$ cat src/rtl/ring_seq_pkg.sv
// ---------------------------------------------------------------------------
// ring_seq_pkg
// Shared definitions for the ring phase sequencer:
//   state_e      - sequencer states (STOP / RUN / STEP)
//   PHASE_IDX_W  - width of the binary phase index
//   SEG_LUT      - 7-segment {g,f,e,d,c,b,a} pattern per phase index
//                  ("H", "E", "L", "P", then blank)
//   seg_of()     - helper returning the pattern for a phase index
// ---------------------------------------------------------------------------
package ring_seq_pkg;

    localparam int PHASE_IDX_W = 3;

    typedef enum logic [1:0] {
        STOP = 2'd0,
        RUN  = 2'd1,
        STEP = 2'd2
    } state_e;

    // Element 0 is the rightmost entry of the concatenation.
    localparam logic [7:0][6:0] SEG_LUT = {
        7'h00, 7'h00, 7'h00, 7'h00,
        7'h73, 7'h38, 7'h79, 7'h76
    };

    function automatic logic [6:0] seg_of(input logic [PHASE_IDX_W-1:0] idx);
        return SEG_LUT[idx];
    endfunction

endpackage

$ cat src/rtl/ring_phase_sequencer_tick_prescaler.sv
// ---------------------------------------------------------------------------
// tick_prescaler
// Divides the clock into one-cycle ticks, one every TICK_DIV enabled cycles.
// The count runs 0..TICK_DIV-1; the tick is registered, so it is high in the
// cycle after the count reaches TICK_DIV-1. This gives a fresh start (clr,
// then en) exactly TICK_DIV+1 cycles to the first tick cycle boundary seen by
// the sequencer's registered outputs.
//
// Ports:
//   clk  in  clock, rising edge
//   rst  in  asynchronous active-high reset
//   clr  in  synchronous clear of count and pending tick (priority over en)
//   en   in  count enable
//   tick out one-cycle tick pulse
// ---------------------------------------------------------------------------
module tick_prescaler #(
    parameter int TICK_DIV = 1000
) (
    input  logic clk,
    input  logic rst,
    input  logic clr,
    input  logic en,
    output logic tick
);

    localparam int CNT_W = (TICK_DIV > 1) ? $clog2(TICK_DIV) : 1;
    localparam logic [CNT_W-1:0] LAST = CNT_W'(TICK_DIV - 1);

    logic [CNT_W-1:0] cnt_q, cnt_d;
    logic             tick_q, tick_d;

    always_comb begin
        cnt_d  = cnt_q;
        tick_d = 1'b0;
        if (clr) begin
            cnt_d = '0;
        end else if (en) begin
            if (cnt_q == LAST) begin
                cnt_d  = '0;
                tick_d = 1'b1;
            end else begin
                cnt_d = cnt_q + 1'b1;
            end
        end
    end

    always_ff @(posedge clk or posedge rst) begin
        if (rst) begin
            cnt_q  <= '0;
            tick_q <= 1'b0;
        end else begin
            cnt_q  <= cnt_d;
            tick_q <= tick_d;
        end
    end

    assign tick = tick_q;

endmodule

$ cat src/rtl/ring_phase_sequencer.sv
// ---------------------------------------------------------------------------
// ring_phase_sequencer
// Steps a one-hot phase ring and drives a 7-segment pattern per phase. Each
// phase lasts (dwell+1) prescaled ticks in RUN; STEP advances exactly once
// from STOP. All outputs are registered and change on the same edge.
//
// Optional feature macro: RING_REVERSE_EN
//   defined   - dir=1 walks the ring backwards (0 wraps to NUM_PHASES-1)
//   undefined - dir is ignored and only forward stepping is built
//
// Ports:
//   clk           in   clock, rising edge
//   rst           in   asynchronous active-high reset
//   run           in   level, 1 = auto-advance
//   step          in   single-cycle pulse, advance once while stopped
//   dir           in   0 = forward, 1 = reverse (see macro above)
//   cfg_we        in   dwell register write strobe
//   cfg_addr      in   phase index to write (>= NUM_PHASES is dropped)
//   cfg_dwell     in   dwell value
//   phase_onehot  out  current phase, one-hot
//   phase_idx     out  current phase, binary
//   seg           out  {g,f,e,d,c,b,a} pattern for current phase
//   phase_strobe  out  one-cycle pulse on the edge the phase changes
//   running       out  1 while in RUN
// ---------------------------------------------------------------------------
module ring_phase_sequencer
    import ring_seq_pkg::*;
#(
    parameter int NUM_PHASES = 5,
    parameter int DWELL_W    = 8,
    parameter int TICK_DIV   = 1000
) (
    input  logic                   clk,
    input  logic                   rst,
    input  logic                   run,
    input  logic                   step,
    input  logic                   dir,
    input  logic                   cfg_we,
    input  logic [2:0]             cfg_addr,
    input  logic [DWELL_W-1:0]     cfg_dwell,
    output logic [NUM_PHASES-1:0]  phase_onehot,
    output logic [2:0]             phase_idx,
    output logic [6:0]             seg,
    output logic                   phase_strobe,
    output logic                   running
);

    localparam logic [PHASE_IDX_W-1:0] LAST_IDX = PHASE_IDX_W'(NUM_PHASES - 1);

    state_e                  state_q, state_d;
    logic [PHASE_IDX_W-1:0]  idx_q, idx_d, adv_idx;
    logic [NUM_PHASES-1:0]   onehot_q, onehot_d;
    logic [6:0]              seg_q, seg_d;
    logic                    strobe_q, strobe_d;
    logic                    running_q, running_d;
    logic [DWELL_W-1:0]      dwell_cnt_q, dwell_cnt_d;
    logic [DWELL_W-1:0]      cur_dwell;
    logic [DWELL_W-1:0]      dwell_q [NUM_PHASES];
    logic                    advance;
    logic                    tick;
    logic                    presc_clr;
    logic                    presc_en;

    // Prescaler is held clear whenever we are not in RUN, so every entry into
    // RUN starts a full tick period from zero.
    assign presc_clr = (state_q != RUN);
    assign presc_en  = (state_q == RUN);

    tick_prescaler #(
        .TICK_DIV (TICK_DIV)
    ) u_presc (
        .clk  (clk),
        .rst  (rst),
        .clr  (presc_clr),
        .en   (presc_en),
        .tick (tick)
    );

    // Dwell register file. Addresses without a matching phase simply never
    // match the loop index, which drops out-of-range writes.
    always_ff @(posedge clk or posedge rst) begin
        if (rst) begin
            for (int i = 0; i < NUM_PHASES; i++) begin
                dwell_q[i] <= '0;
            end
        end else if (cfg_we) begin
            for (int i = 0; i < NUM_PHASES; i++) begin
                if (cfg_addr == PHASE_IDX_W'(i)) begin
                    dwell_q[i] <= cfg_dwell;
                end
            end
        end
    end

    always_comb begin
        cur_dwell = '0;
        for (int i = 0; i < NUM_PHASES; i++) begin
            if (idx_q == PHASE_IDX_W'(i)) begin
                cur_dwell = dwell_q[i];
            end
        end
    end

    // Next phase index if an advance happens this cycle.
    always_comb begin
        adv_idx = (idx_q == LAST_IDX) ? '0 : idx_q + 1'b1;
`ifdef RING_REVERSE_EN
        if (dir) begin
            adv_idx = (idx_q == '0) ? LAST_IDX : idx_q - 1'b1;
        end
`endif
    end

`ifndef RING_REVERSE_EN
    logic unused_dir;
    assign unused_dir = dir;
`endif

    // Sequencer next-state logic. run has priority over step in STOP; step is
    // not looked at in RUN or STEP. Dropping run wins over a tick in the same
    // cycle, so the phase is held when stopping.
    always_comb begin
        state_d     = state_q;
        dwell_cnt_d = dwell_cnt_q;
        advance     = 1'b0;

        unique case (state_q)
            STOP: begin
                dwell_cnt_d = '0;
                if (run) begin
                    state_d = RUN;
                end else if (step) begin
                    state_d = STEP;
                end
            end

            STEP: begin
                advance = 1'b1;
                state_d = STOP;
            end

            RUN: begin
                if (!run) begin
                    state_d     = STOP;
                    dwell_cnt_d = '0;
                end else if (tick) begin
                    // >= rather than == so a dwell rewritten below the
                    // running count ends the phase on the next tick.
                    if (dwell_cnt_q >= cur_dwell) begin
                        advance     = 1'b1;
                        dwell_cnt_d = '0;
                    end else begin
                        dwell_cnt_d = dwell_cnt_q + 1'b1;
                    end
                end
            end

            default: begin
                state_d     = STOP;
                dwell_cnt_d = '0;
            end
        endcase
    end

    // Output next-state: everything is derived from the next index so all
    // outputs move together on the same edge.
    always_comb begin
        idx_d     = advance ? adv_idx : idx_q;
        onehot_d  = '0;
        for (int i = 0; i < NUM_PHASES; i++) begin
            onehot_d[i] = (idx_d == PHASE_IDX_W'(i));
        end
        seg_d     = seg_of(idx_d);
        strobe_d  = advance;
        running_d = (state_d == RUN);
    end

    always_ff @(posedge clk or posedge rst) begin
        if (rst) begin
            state_q     <= STOP;
            dwell_cnt_q <= '0;
            idx_q       <= '0;
            onehot_q    <= NUM_PHASES'(1);
            seg_q       <= SEG_LUT[0];
            strobe_q    <= 1'b0;
            running_q   <= 1'b0;
        end else begin
            state_q     <= state_d;
            dwell_cnt_q <= dwell_cnt_d;
            idx_q       <= idx_d;
            onehot_q    <= onehot_d;
            seg_q       <= seg_d;
            strobe_q    <= strobe_d;
            running_q   <= running_d;
        end
    end

    assign phase_onehot = onehot_q;
    assign phase_idx    = idx_q;
    assign seg          = seg_q;
    assign phase_strobe = strobe_q;
    assign running      = running_q;

endmodule

$ cat config.mk
export PLATFORM = sky130hd
export DESIGN_NAME = ring_phase_sequencer
export DESIGN_NICKNAME = d
export VERILOG_FILES = /design/src/rtl/ring_seq_pkg.sv /design/src/rtl/ring_phase_sequencer_tick_prescaler.sv /design/src/rtl/ring_phase_sequencer.sv
export SDC_FILE = /design/constraint.sdc
export NUM_CORES = 1
export LEC_CHECK = 0
export CAP_MARGIN = 25
export CORE_UTILIZATION = 55
export DETAILED_ROUTE_END_ITERATION = 12
export PLACE_DENSITY = 0.77
export SYNTH_ARGS = -nofsm -noshare
export SYNTH_HDL_FRONTEND = slang
export SYNTH_SLANG_ARGS = --single-unit
$ cat constraint.sdc
create_clock -name clk -period 5 [get_ports clk]
set_input_delay 1 -clock clk [delete_from_list [all_inputs] [get_ports clk]]
set_output_delay 1 -clock clk [all_outputs]
set_load 0.02 [all_outputs]
# Word-level counts from Yosys, hierarchy flattened
# Memories as Yosys holds them, arrays and structs flattened. A register that Yosys moved wholly into a read port is not among the register bits.
# Index checks and enable logic that the tools add are counted.
[totals]
output_inout_bits = 17
latchBits = 0
n_memories = 1
romBits = 56
ff_bits = 71
input_bits = 17
ram_bits = 0
word_cells = 73
[mem_list]
columns = ["name", "words", "word_bits", "rd", "rd_clocked_by_memory_dff", "write_ports", "line", "text"]
rows = [
  ["(no name shown)", 8, 7, 1, 1, 0, "ring_seq_pkg.sv:27", "return SEG_LUT[idx];"],
]
[op_classes]
n_eq_ne = 18
div_mod_pow = 0
mux = 25
addsub = 3
bitwise = 1
shifts = 0
n_mul = 0
magnitude_cmp = 1
n_reduce_logical = 11
[op_table]
columns = ["cell", "count"]
rows = [
  ["$mux 8", 8],
  ["$mux 10", 3],
  ["$eq 3x2->1 const B", 6],
  ["$pmux 8 s2", 1],
  ["$reduce_and 2->1", 6],
  ["$add 10x1->10 const B", 1],
  ["$eq 10x10->1 const B", 1],
  ["$eq 3x1->1 const B", 3],
  ["$eq 3x3->1 const B", 3],
  ["$logic_not 3->1", 3],
  ["$add 8x1->8 const B", 1],
  ["$ge 8x8->1", 1],
  ["$mux 1", 6],
  ["$mux 2", 3],
  ["$mux 3", 2],
  ["$eq 2x1->1 const B", 2],
  ["$pmux 2 s2", 1],
  ["$add 3x1->3 const B", 1],
  ["$ne 3x2->1 const B", 1],
  ["$eq 2x2->1 const B", 1],
  ["$logic_not 2->1", 1],
  ["$ne 2x1->1 const B", 1],
  ["$pmux 1 s2", 1],
  ["$reduce_bool 2->1", 1],
  ["$not 1->1", 1],
]

# Longest topological paths before layout
[logic_depth]
depth_word = 13
ltp_mapped = 17
depth_no_buf = 15

# By module
# Synthesis repeated with hierarchy kept, for this count alone.
[unflattened]
hier_cells = 362
area_unflattened_um2 = 3976.3
[modules_own_cells]
columns = ["module", "area_per_inst_um2", "cells_each", "seq_area_each_um2", "n_inst"]
rows = [
  ["ring_phase_sequencer", 3379.5, 303, 1631.6, 1],
  ["tick_prescaler", 596.8, 59, 275.3, 1],
]

# Least setup slack after synthesis
# OpenSTA, ideal clock, no wires.
[synth_path]
path_type = "register -> register"
start = "register idx_q[0], in the netlist phase_idx[0]"
end = "register seg_q[3], in the netlist seg[3]"
n_path_buf = 0
setup_ns = 0.136
required_time_ns = 4.864
synth_period_minus_slack_ns = 4.039
arrival_ns = 3.903
path_stages_with_launch = 16
slack_ns = 0.961
cell_sequence = "dfrtp_1 > inv_1 > ha_1 > nor3b_1 > a222oi_1 > nor3_1 > a21oi_1 > a21oi_1 > ha_1 > nand2b_4 > a2111o_1 > a2111oi_0 > nor2_1 > a21o_1 > ha_1 > nor3b_1"
[synth_between]
elab_chain_cells = 12
elab_cells_between_ends = 18
classes_between = "add/sub (1); order compare (1); eq/ne (4); mux (11); reduce/logical (1)"
[synth_rtl]
columns = ["element", "line", "text"]
rows = [
  ["start: declaration", "ring_phase_sequencer.sv:51", "logic [PHASE_IDX_W-1:0] idx_q, idx_d, adv_idx;"],
  ["start signal: assignment", "ring_phase_sequencer.sv:190", "idx_q <= idx_d;"],
  ["$logic_not 3->1", "ring_phase_sequencer.sv:98", "if (idx_q == PHASE_IDX_W'(i)) begin"],
  ["$mux 8 (4 in series)", "ring_phase_sequencer.sv:98", ""],
  ["$mux 8 *", "ring_phase_sequencer.sv:98", ""],
  ["$ge 8x8->1 *", "ring_phase_sequencer.sv:149", "if (dwell_cnt_q >= cur_dwell) begin"],
  ["$mux 1 *", "ring_phase_sequencer.sv:149", ""],
  ["$mux 1 *", "ring_phase_sequencer.sv:146", "end else if (tick) begin"],
  ["$mux 1 *", "ring_phase_sequencer.sv:143", "if (!run) begin"],
  ["$pmux 1 s2 *", "ring_phase_sequencer.sv:127", "unique case (state_q)"],
  ["named net advance", "ring_phase_sequencer.sv:59", "logic advance;"],
  ["$mux 3 *", "ring_phase_sequencer.sv:168", "idx_d = advance ? adv_idx : idx_q;"],
  ["named net idx_d[1]", "ring_phase_sequencer.sv:51", ""],
  ["end: declaration", "ring_phase_sequencer.sv:53", "logic [6:0] seg_q, seg_d;"],
]
# Mark *: on every way through the listed nets, which the timed path passes. The rest lies on a longest branch.
# A chain may end at the register's enable or synchronous reset.

# Worst setup path in the final report
# Same ends and word-level chain as after synthesis.

==> summary.md <==
| Metric | Value |
|---|---|
| Synthesized instance count | `349` |
| FF/Latch Area | `0.00191 mm2` |
| Root Buffer | `clkbuf_8` |
| Count of final setup violators | `0` |
| Clk sinks | `76` |
| Critical Path AT | `4.48 ns` |
| GPL Wtd Cong | `0.775` |
| Post-placement cell area | `0.00428 mm2` |
| CTS Buffer Depth | `2` |
| Footprint of the multi-input gates | `0.00186 mm2` |
| Overall Global Routing Usage | `22.8%` |
| Final WL | `7.64 mm` |
| Syn avg cell area | `11.1 um2` |
| RSZ-0062 raised after global routing | `no` |
| CTS clock-pin slew for the worst setup and hold paths | `0.08 ns` |
| Crit Path Category | `register to register` |
| Share of total power in combinational logic | `40.6%` |
| Maximum vdd drop | `0.333 mV` |
| Primary FF master, synth | `dfrtp_1` |
| GRT overflow | `0` |
| Crit path cell chain | `inv_1 > ha_1 > nand2b_1 > nor2_1 > nor3_1 > a21oi_1 > a21oi_1 > ha_1 > nand2b_4 > a2111o_1 > a2111oi_0 > nor2_1 > a21o_1 > ha_1 > nor3b_1` |
| Number of CTS-inserted buffers | `9` |
| Max Fanout on Critical Path | `9` |
| Fmax | `235 MHz` |
| Die area | `0.00740 mm2` |
| Die height | `86.0 um` |
| Relative slew margins | `45.9%` |
| Num ports | `34` |
| Core Rows | `30` |
| Max-capacitance violation count | `0` |
| Vias in the first global route | `2671` |
| Setup crit end kind | `register` |
| Crit-path leading delay family | `compound AO/OA/AOI/OAI gates` |
| Yosys warns | `0` |
| Via density | `5.61` |
| Sw Ratio | `36.7%` |
| Wire per inst | `15.8 um` |
| Internal cell power | `1370 uW` |
| Most frequent cell on the critical path | `ha_1` |
| Clock power share | `21.2%` |
| Synth Cell Area | `0.00388 mm2` |
| Vias | `2720` |
| Slowest cell delay on critical path | `0.54 ns` |
| Final Hold Fails | `0` |
| Tightest Pin Transition | `0.809 ns` |
| Setup TNS | `0 ns` |
| P&R area growth vs syn | `15.7%` |
| First-pass DRT Iterations | `6` |
| Psw | `797 uW` |
| Hold WC Path Type | `register to register` |
| Static Leakage | `0.00200 uW` |
| Seq cells post-synth | `76` |
| Number of synthesized flops with an enable pin | `0` |
| DRC Markers | `0` |
| Initial antenna violation count | `0` |
| Core area | `0.00679 mm2` |
| Clk Latency, worst-skew pair | `0.36 ns` |
| Fin. max-slew vios | `0` |
| DR iter-0 viols | `198` |
| Sequential share of power | `38.2%` |
| # H-tree levels | `3` |
| Startpoint Class | `register` |
| Buf+Inv Stages, Crit Path | `1` |
| CTS tree | `yes` |
| Fillers | `512` |
| Final Cycle Share | `85.2%` |
| R2R Setup Slk | `0.74 ns` |
| Share of synthesized flip-flops with an asynchronous set or reset | `100%` |
| Unique masters post-synth | `49` |
| Layout cells sized above 1 | `20.3%` |
| Post CTS Setup Buffer Count | `0` |
| Max Clock Skew | `0.0193 ns` |
| Pwr per Cell Area | `483 mW/mm2` |
| Fin nets | `424` |
| Sequential share of the synthesized area | `49.1%` |
| Pin count of the biggest net entering global routing | `50` |
| Input/output buffers | `32` |
| Critical Path Slowest Stage Cell | `a2111oi_0` |
| # diodes | `0` |
| Cts hold-fix bufs | `0` |
| Remaining antenna violation count after routing | `0` |
| Gates resized, CTS repair | `0` |
| Design Area, Final | `0.00450 mm2` |
| First-pass GRT wire length | `12.9 mm` |
| Syn nets | `389` |
| Hpwl dp | `5.29 mm` |
| Status | `finished, final reports clean` |
| CP Data Required Time | `5.22 ns` |
| Horiz. Die Dim | `86.0 um` |
| Initial Util | `57.2%` |
| Tmin final | `4.26 ns` |
## logic make-up after synthesis
logic type / synth area share (%)
xor gates and xnor gates: 1.80
muxes: 12.4
buffers and inverters: 2.99
DFF: 49.1
and+or+nand+nor: 15.1
adders and majority gates: 7.41
AOI/OAI and AO/OA: 11.2
## stage by stage
step	worst slack, ns	hold WS (ns)	power, uW	util [%]	cells
floorplan	0.961	0.425	1460	-	349
global placement	0.845	0.442	1690	63.1	468
detailed placement	0.775	0.460	1720	63.1	468
CTS	0.743	0.472	2190	65.9	484
global route	0.373	0.479	2330	66.2	485
finish	0.739	0.470	2170	66.2	485
## layout make-up
| cell class | instances | share of cell area, % |
|---|---|---|
| multi-input combinational | 248 | 41.4 |
| sequential | 76 | 42.4 |
| timing repair buffer | 37 | 8.24 |
| clock inverter | 6 | 1.45 |
| inverter | 12 | 1.00 |
| tap | 96 | 2.67 |
| clock buffer | 10 | 2.84 |
## synth_stat cells, types with 2 or more instances
cell type	n	share of area (%)
nand2b_1	2	0.32
a222oi_1	8	2.1
buf_6	2	0.58
a21oi_1	12	1.5
ha_1	23	7.4
xor2_1	3	0.68
nor3_1	15	1.9
a21o_1	3	0.58
nand4_1	2	0.32
o31ai_4	2	1.1
a2111o_1	2	0.58
nor3b_1	7	1.4
clkbuf_1	8	0.77
xnor2_1	5	1.1
o21ai_0	2	0.26
nand2_1	32	3.1
dfstp_2	4	2.7
or2_2	2	0.32
mux2_2	40	12
o21ai_2	5	1.1
nor2_1	31	3.0
nand3_1	10	1.3
and3_1	7	1.1
o211ai_1	3	0.58
buf_4	2	0.39
mux2i_1	3	0.77
dfrtp_1	72	46
o22ai_1	7	1.1
nor2b_1	4	0.64
inv_1	12	1.2
## state kept, by name, indices dropped and copies added (netlist names)
name and cells:
phase_onehot 5, u_presc.cnt_q 10, running 1, u_presc.tick 1
phase_idx 3, seg 5, phase_strobe 1, dwell_q 40
state_q 2, dwell_cnt_q 8
## placed cells by master (no fill, tap or decap), drive strengths merged, types with 4 or more instances in the layout
master and n:
o21ai 8, nor2b 4, dfrtp 72, a21oi 13
inv 13, nor3 16, clkbuf 10, nor3b 8
buf 5, nand3 10, nor2 31, mux2 40
dfstp 4, o22ai 7, nand2 32, a222oi 8
and3 8, xnor2 5, clkdlybuf4s50 32, ha 23
## worst reg2reg max path, stage by stage, from the launching register on
cell and delay, ns:
dfrtp_1 0.46, inv_1 0.16, ha_1 0.42, nand2b_1 0.31, nor2_1 0.17, nor3_1 0.06, a21oi_1 0.13, a21oi_1 0.11
ha_1 0.31, nand2b_4 0.14, a2111o_1 0.42, a2111oi_0 0.54, nor2_1 0.21, a21o_1 0.26, ha_1 0.30, nor3b_1 0.14
## final timing paths
kind	startpoint	endpoint	cells past startpoint
setup reg to reg	phase_idx[0]$_DFF_PP0_	seg[3]$_DFF_PP0_	15
hold / removal	u_presc.cnt_q[0]$_DFF_PP0_	u_presc.cnt_q[0]$_DFF_PP0_	1
setup / recovery	phase_idx[0]$_DFF_PP0_	seg[3]$_DFF_PP0_	15
min in group asynchronous	rst	phase_onehot[1]$_DFF_PP0_	2
max in group asynchronous	rst	dwell_q[37]$_DFFE_PP0P_	4
hold reg to reg	u_presc.cnt_q[0]$_DFF_PP0_	u_presc.cnt_q[0]$_DFF_PP0_	1
## layer usage
metal	share of wire (%)	routed length (um)	global-route usage, %	up-vias
met2	46	3520	34.2	56
met1	48	3640	31.6	1324
met5	0	0	0	-
li1	-	-	-	1327
met3	4.6	350	5.49	13
met4	1.7	130	9.55	0
## power groups by stage
stage / Combinational [uW] / Clock, uW / Sequential (uW)
after global routing: 986 / 497 / 843
after floorplan: 574 / 0 / 881
after detailed placement: 882 / 0 / 840
after global placement: 856 / 0 / 835
after CTS: 887 / 469 / 829
final: 881 / 460 / 829
No activity file was read; power rests on OpenSTA's default activity.
